## config.mk

```make
export PLATFORM = sky130hd
export DESIGN_NAME = spi_rx_ctrl
export DESIGN_NICKNAME = d
export VERILOG_FILES = /design/src/rtl/spi_rx_ctrl.sv
export SDC_FILE = /design/constraint.sdc
export NUM_CORES = 1
export LEC_CHECK = 0
export ABC_AREA = 1
export CORE_UTILIZATION = 40
export CTS_CLUSTER_SIZE = 25
export DETAILED_ROUTE_END_ITERATION = 10
export DONT_BUFFER_PORTS = 1
export GPL_ROUTABILITY_DRIVEN = 0
export RECOVER_POWER = 100
export SYNTH_ARGS = -nofsm -noshare
export SYNTH_HDL_FRONTEND = slang
export SYNTH_SLANG_ARGS = --single-unit
```

## constraint.sdc

```tcl
create_clock -name clk -period 2.2 [get_ports clk]
set_clock_uncertainty 0.05 [all_clocks]
set_input_delay 0.33 -clock clk [delete_from_list [all_inputs] [get_ports clk]]
set_output_delay 0.33 -clock clk [all_outputs]
set_load 0.02 [all_outputs]
```

## src/rtl/spi_rx_ctrl.sv

```systemverilog
// spi_rx_ctrl: SPI mode-0 read controller that optionally inserts one dummy clock, then collects 1..4 MSB-first bytes.
// Ports: clk, rst (async, active-low), start, num_bytes[2:0], dummy_en, miso ->
//        sclk (registered), busy, rx_data[7:0], rx_valid, rx_word[31:0], done.
module spi_rx_ctrl #(
  parameter int CLK_DIV = 1
) (
  input  logic        clk,
  input  logic        rst,
  input  logic        start,
  input  logic [2:0]  num_bytes,
  input  logic        dummy_en,
  input  logic        miso,
  output logic        sclk,
  output logic        busy,
  output logic [7:0]  rx_data,
  output logic        rx_valid,
  output logic [31:0] rx_word,
  output logic        done
);
  localparam int CW = CLK_DIV > 1 ? $clog2(CLK_DIV) : 1;
  typedef enum logic [2:0] {IDLE, SETUP, DUMMY, SHIFT, DONE} state_t;
  state_t state, state_n;
  logic [CW-1:0] div;
  logic [2:0] nbytes, bit_cnt, byte_cnt;
  logic [7:0] shreg;
  logic dummy, active, wrap, fall, sample, byte_end;
  assign active   = state == DUMMY || state == SHIFT;
  assign wrap     = div == CW'(CLK_DIV - 1);
  assign fall     = active && wrap && sclk;
  assign sample   = state == SHIFT && wrap && !sclk;
  assign byte_end = sample && bit_cnt == 3'd7;
  assign busy     = state != IDLE;
  assign done     = state == DONE;
  always_comb begin
    state_n = state;
    case (state)
      IDLE:    state_n = start ? SETUP : IDLE;
      SETUP:   state_n = dummy ? DUMMY : nbytes != 3'd0 ? SHIFT : DONE;
      DUMMY:   state_n = !fall ? DUMMY : nbytes != 3'd0 ? SHIFT : DONE;
      SHIFT:   state_n = fall && byte_cnt == nbytes ? DONE : SHIFT;
      DONE:    state_n = IDLE;
      default: state_n = IDLE;
    endcase
  end
  always_ff @(posedge clk or negedge rst) begin
    if (!rst) begin
      state    <= IDLE;
      div      <= '0;
      sclk     <= 1'b0;
      nbytes   <= 3'd0;
      dummy    <= 1'b0;
      bit_cnt  <= 3'd0;
      byte_cnt <= 3'd0;
      shreg    <= 8'd0;
      rx_data  <= 8'd0;
      rx_valid <= 1'b0;
      rx_word  <= 32'd0;
    end else begin
      state    <= state_n;
      div      <= active && !wrap ? div + 1'b1 : '0;
      sclk     <= active && (wrap ? !sclk : sclk);
      rx_valid <= byte_end;
      if (state == IDLE && start) begin
        nbytes   <= num_bytes > 3'd4 ? 3'd4 : num_bytes;
        dummy    <= dummy_en;
        rx_word  <= 32'd0;
        bit_cnt  <= 3'd0;
        byte_cnt <= 3'd0;
      end
      if (sample) begin
        shreg   <= {shreg[6:0], miso};
        bit_cnt <= bit_cnt + 3'd1;
      end
      if (byte_end) begin
        rx_data  <= {shreg[6:0], miso};
        rx_word  <= {rx_word[23:0], shreg[6:0], miso};
        byte_cnt <= byte_cnt + 3'd1;
      end
    end
  end
endmodule

```

# Yosys cells after proc, flatten, opt, wreduce, memory -nomap -nowiden

Cells that the tools add are included.

Logic and storage cells: 52
Bits of input ports: 8
Flip-flop bits (word level): 63
Output and inout bits: 44

Bitwise gates (word level): 1
Reduce and logical (&&, ||, !) cells: 16
Add/sub/neg operators: 3
Muxes and demuxes: 14
$lt $le $gt $ge: 1
Equal/unequal tests: 6

Operator list:

| operator                                              | count |
|---|---|
| 2-to-1 mux 32 bit                                     | 2 |
| 2-to-1 mux 3 bit                                      | 8 |
| case mux 3 bit (4 select lines)                       | 1 |
| logical AND 1 bit                                     | 9 |
| adder 3 x 1 -> 3 bit (second input constant)          | 2 |
| == test 3 x 2 -> 1 bit (second input constant)        | 2 |
| == test 3 bit (second input constant)                 | 2 |
| nonzero test 3 bit                                    | 2 |
| nonzero test 2 bit                                    | 2 |
| == test 3 x 1 -> 1 bit (second input constant)        | 1 |
| == test 3 bit                                         | 1 |
| greater-than comparator 3 bit (second input constant) | 1 |
| zero test 3 bit                                       | 1 |
| 2-to-1 mux 1 bit                                      | 3 |
| adder 1 bit (second input constant)                   | 1 |
| zero test 1 bit                                       | 1 |
| logical OR 1 bit                                      | 1 |
| inverter 1 bit                                        | 1 |

# Logic depth before layout (Yosys ltp)

Word-level depth: 7
Depth in mapped cells: 9
Gate-level depth less buffers: 8

# Least setup slack after synthesis

No wires, ideal clock.

Kind: register to register
Start point: register sclk
End point: register byte_cnt[2]
Buffers on the path: 1
Period minus slack after synthesis: 1.414 ns
Cell stages (with the launch flop): 8
Setup time: 0.118 ns
Path slack: 0.786 ns
Arrival time: 1.246 ns
Required time: 2.032 ns
Cell sequence: dfrtp_1 nor2_1 inv_2 nor2_8 nand2_4 buf_2 nand3_1 nand2_1

Word-level cells in the longest chain between the ends: 4
Elaborated cells between the ends (all ways): 5
Classes of those cells: 1 x mux; 4 x reduce/logical

RTL lines:

| item                                                   | line | source |
|---|---|---|
| start, declared                                        | 13   | `output logic sclk,` |
| start signal, assigned                                 | 61   | `sclk <= active && (wrap ? !sclk : sclk);` |
| zero test 1 bit *                                      | 30   | `assign sample = state == SHIFT && wrap && !sclk;` |
| logical AND 1 bit *                                    | 30   |  |
| logical AND 1 bit *                                    | 31   | `assign byte_end = sample && bit_cnt == 3'd7;` |
| 2-to-1 mux 3 bit or nonzero test 2 bit (tied branches) | n/a  |  |
| end signal, assigned                                   | 77   | `byte_cnt <= byte_cnt + 3'd1;` |
| end, declared                                          | 24   | `logic [2:0] nbytes, bit_cnt, byte_cnt;` |

Mark *: on every way between the ends. The rest lies on a longest branch, timed or not.
A chain may end at the register's enable or synchronous reset.

# Final worst setup path

Start point: register state[1]
End point: register rx_word[19]

Word-level cells in the longest chain between the ends: 5
Elaborated cells between the ends (all ways): 8
Classes of those cells: 1 x eq/ne; 1 x mux; 6 x reduce/logical

RTL lines:

| item                                                    | line | source |
|---|---|---|
| start, declared                                         | 22   | `state_t state, state_n;` |
| start signal, assigned                                  | 59   | `state <= state_n;` |
| == test 3 x 2 -> 1 bit                                  | 30   |  |
| logical AND 1 bit (2 in series)                         | 30   |  |
| logical AND 1 bit                                       | 31   |  |
| 2-to-1 mux 32 bit or nonzero test 2 bit (tied branches) | n/a  |  |
| end signal, assigned                                    | 76   | `rx_word <= {rx_word[23:0], shreg[6:0], miso};` |
| end, declared                                           | 17   | `output logic [31:0] rx_word,` |

Several ways; a longest one is shown, not always the timed one.

==> metrics.cfg <==
[outcome]
status = finished clean

[yosys]
synth_area_um2 = 2628
synth_cell_types = 23
synth.area.top_cells = dfrtp_1 60%, nand2_1 18%, nand3_1 8.4%
synth_top_cell_by_area = dfrtp_1
syn_avg_cell_area_um2 = 8.907
synthesis.nets = 306
postSynthCellCount = 295
seq_area_frac_synth = 0.6000
synth-seq-cells = 63
synth_top_area_share = 0.6000
yosys_warnings = 0

[layout]
final_nets = 309
drive_above_1_share = 0.07261
synthToLayoutAreaGrowth_pct = 10.10
nFillCells = 605
n_antenna_cell = 0
mostFrequentLayoutCell = nand2_1
mostFrequentLayoutCells = 128 x nand2_1, 63 x dfrtp_1, 44 x nand3_1, 15 x inv_1, 10 x clkbuf_8

[critical_path]
rr_worst_depth = 5
path_depth = 5
cpMostUsedCell = nand3_1
cp-start-kind = register
required_ns = 2.38
path_cells = nor2_1 > nand3_1 > buf_4 > nand3_1 > nand2_1
worstSetupPathType = register to register
crit_path_max_fanout = 20
crit_path_max_incr_delay_ns = 0.51
cp_num_buf_inv = 1
end_kind = register
cp.arrival_ns = 2.06
cp_top_family = simple AND/OR/NAND/NOR gates
slowest_stage = nand3_1

[global_route]
grt_use_total = 0.1742
overflow = 0
grt_antenna_before_repair = 0
grt_pass1_vias = 1817
grt_pass1_wl_um = 9239
grt_max_degree = 64

[timing]
finalCritPeriodShare = 0.8543
setup_violations = 0
min_period_ns = 1.879
fmax_ghz = 0.5321
slew_headroom = 0.09665
finalHoldViolations = 0
drv_slew = 0
worst_pin_slew_ns = 1.355
setup_ws_ns = 0.3206
setup_tns_ns = 0
grt_setup_unrepaired = false

[pwr]
switching_share = 0.3355
internal_power_mw = 2.232
combinationalPowerShare = 0.178
ir_worst_vdd_mv = 0.4997
p_switching_mw = 1.127
powerDensity_nw_per_um2 = 1161
clkPwrFrac = 0.332
p_leak_nw = 1.635
p_seq_frac = 0.490

[run]
cap_viol_max_count = 0

[detailed_routing]
vias = 1870
drc = 0
drtPass1Iterations = 4
via_per_inst = 4.921
routed_wl_um = 5327
postRouteAntennaNets = 0
drtIter0Drc = 121
wl_per_cell_um = 14.02

[cts]
clk-insertion-delay-late_ns = 0.34
h-tree-depth = 3
cts_sinks = 63
clk_pin_slew_ns = 0.07
cts-root-buf = clkbuf_8
cts.path.max_buffers = 2
cts_tree = done
cts_made_buffers = 9

[die]
initial_core_util = 0.4138
num_rows = 29
die-area_um2 = 6897
die_w_um = 83.05
ioPinCount = 52
core_um2 = 6350
die_h_um = 83.05

[worst_hold_path]
min_path_cells = 2
min_path_type = primary input to register

[placement]
port_buffers = 0
dp_hpwl_um = 3469
dp_slack_ns = 0.4469

==> synthesized netlist by cell type (all sizes together) <==
| cell | number |
|---|---|
| nand2 | 129 |
| dfrtp | 63 |
| nand3 | 44 |
| inv | 17 |
| buf | 12 |
| nor2 | 8 |
| o21ai | 8 |
| a21oi | 5 |
| ha | 3 |
| nor3 | 2 |
| clkbuf | 1 |
| conb | 1 |
| nand3b | 1 |
| xor2 | 1 |
==> per-layer routing <==
layer / global-route usage / part of all wire / vias up
li1: - / - / 932
met1: 0.2257 / 0.46 / 892
met2: 0.2481 / 0.45 / 38
met3: 0.08052 / 0.072 / 8
met4: 0.07994 / 0.012 / 0
met5: 0 / 0 / -
==> layout make-up <==
| cell class | count | area (µm²) | share of cell area |
|---|---|---|---|
| Sequential cell | 63 | 1577 | 0.5450 |
| Multi-Input combinational cell | 202 | 890.9 | 0.3080 |
| Clock buffer | 11 | 141.4 | 0.04888 |
| Tap cell | 77 | 96.34 | 0.03330 |
| Clock inverter | 5 | 81.33 | 0.02811 |
| Inverter | 17 | 68.82 | 0.02379 |
| Timing Repair Buffer | 5 | 37.54 | 0.01298 |
==> timing repair <==
| item | in CTS | in global routing |
|---|---|---|
| buffers inserted | 0 | 0 |
| gates resized for setup | 0 | 0 |
| hold buffers | 2 | 0 |
| setup endpoints to repair | 0 | 0 |
| hold endpoints to repair | 63 | 0 |
==> through the flow <==
step / cell area [µm²] / utilization / total power, mW / hold slack [ns] / cells
final: 2893 / 0.4556 / 3.358 / 0.07048 / 380
after global routing: 2893 / 0.4556 / 3.577 / 0.06234 / 380
after CTS: 2930 / 0.4615 / 3.427 / 0.05966 / 380
after detailed placement: 2670 / 0.4205 / 2.276 / -0.01423 / 362
after global placement: 2670 / 0.4205 / 2.249 / -0.01412 / 362
after floorplan: 2628 / - / 2.107 / -0.01559 / 295
==> final timing paths <==
kind / from / end / slack [ns]
setup / recovery: state[1] / rx_word[19] / 0.32
hold reg to reg: shreg[6] / shreg[6] / 0.44
min in group asynchronous: rst / rx_word[26] / 0.80
hold / removal: miso / shreg[0] / 0.07
max in group asynchronous: rst / nbytes[2] / 0.46
setup reg to reg: state[1] / rx_word[19] / 0.32
==> registers in the layout, summed over array words and instances, names as in the netlist <==
| name | count |
|---|---|
| bit_cnt | 3 |
| byte_cnt | 3 |
| div | 1 |
| dummy | 1 |
| nbytes | 3 |
| rx_data | 8 |
| rx_valid | 1 |
| rx_word | 32 |
| sclk | 1 |
| shreg | 7 |
| state | 3 |
==> power groups by stage <==
stage	Combinational (mW)	Clock (mW)	Sequential (mW)
after CTS	0.637	1.14	1.65
after global routing	0.693	1.21	1.68
after floorplan	0.494	0	1.61
final	0.598	1.12	1.64
after detailed placement	0.604	0	1.67
after global placement	0.582	0	1.67
==> logic make-up after synthesis <==
kind of cell / Yosys count / share of synthesized area
AO/OA/AOI/OAI: 13 / 0.02476
XOR/XNOR: 1 / 0.003334
adder cells (fa/ha/maj): 3 / 0.01429
buffers and inverters: 30 / 0.05714
flip-flops: 63 / 0.6000
other: 1 / 0.001427
AND/OR/NAND/NOR: 184 / 0.2991
No activity file was read; power rests on OpenSTA's default activity.
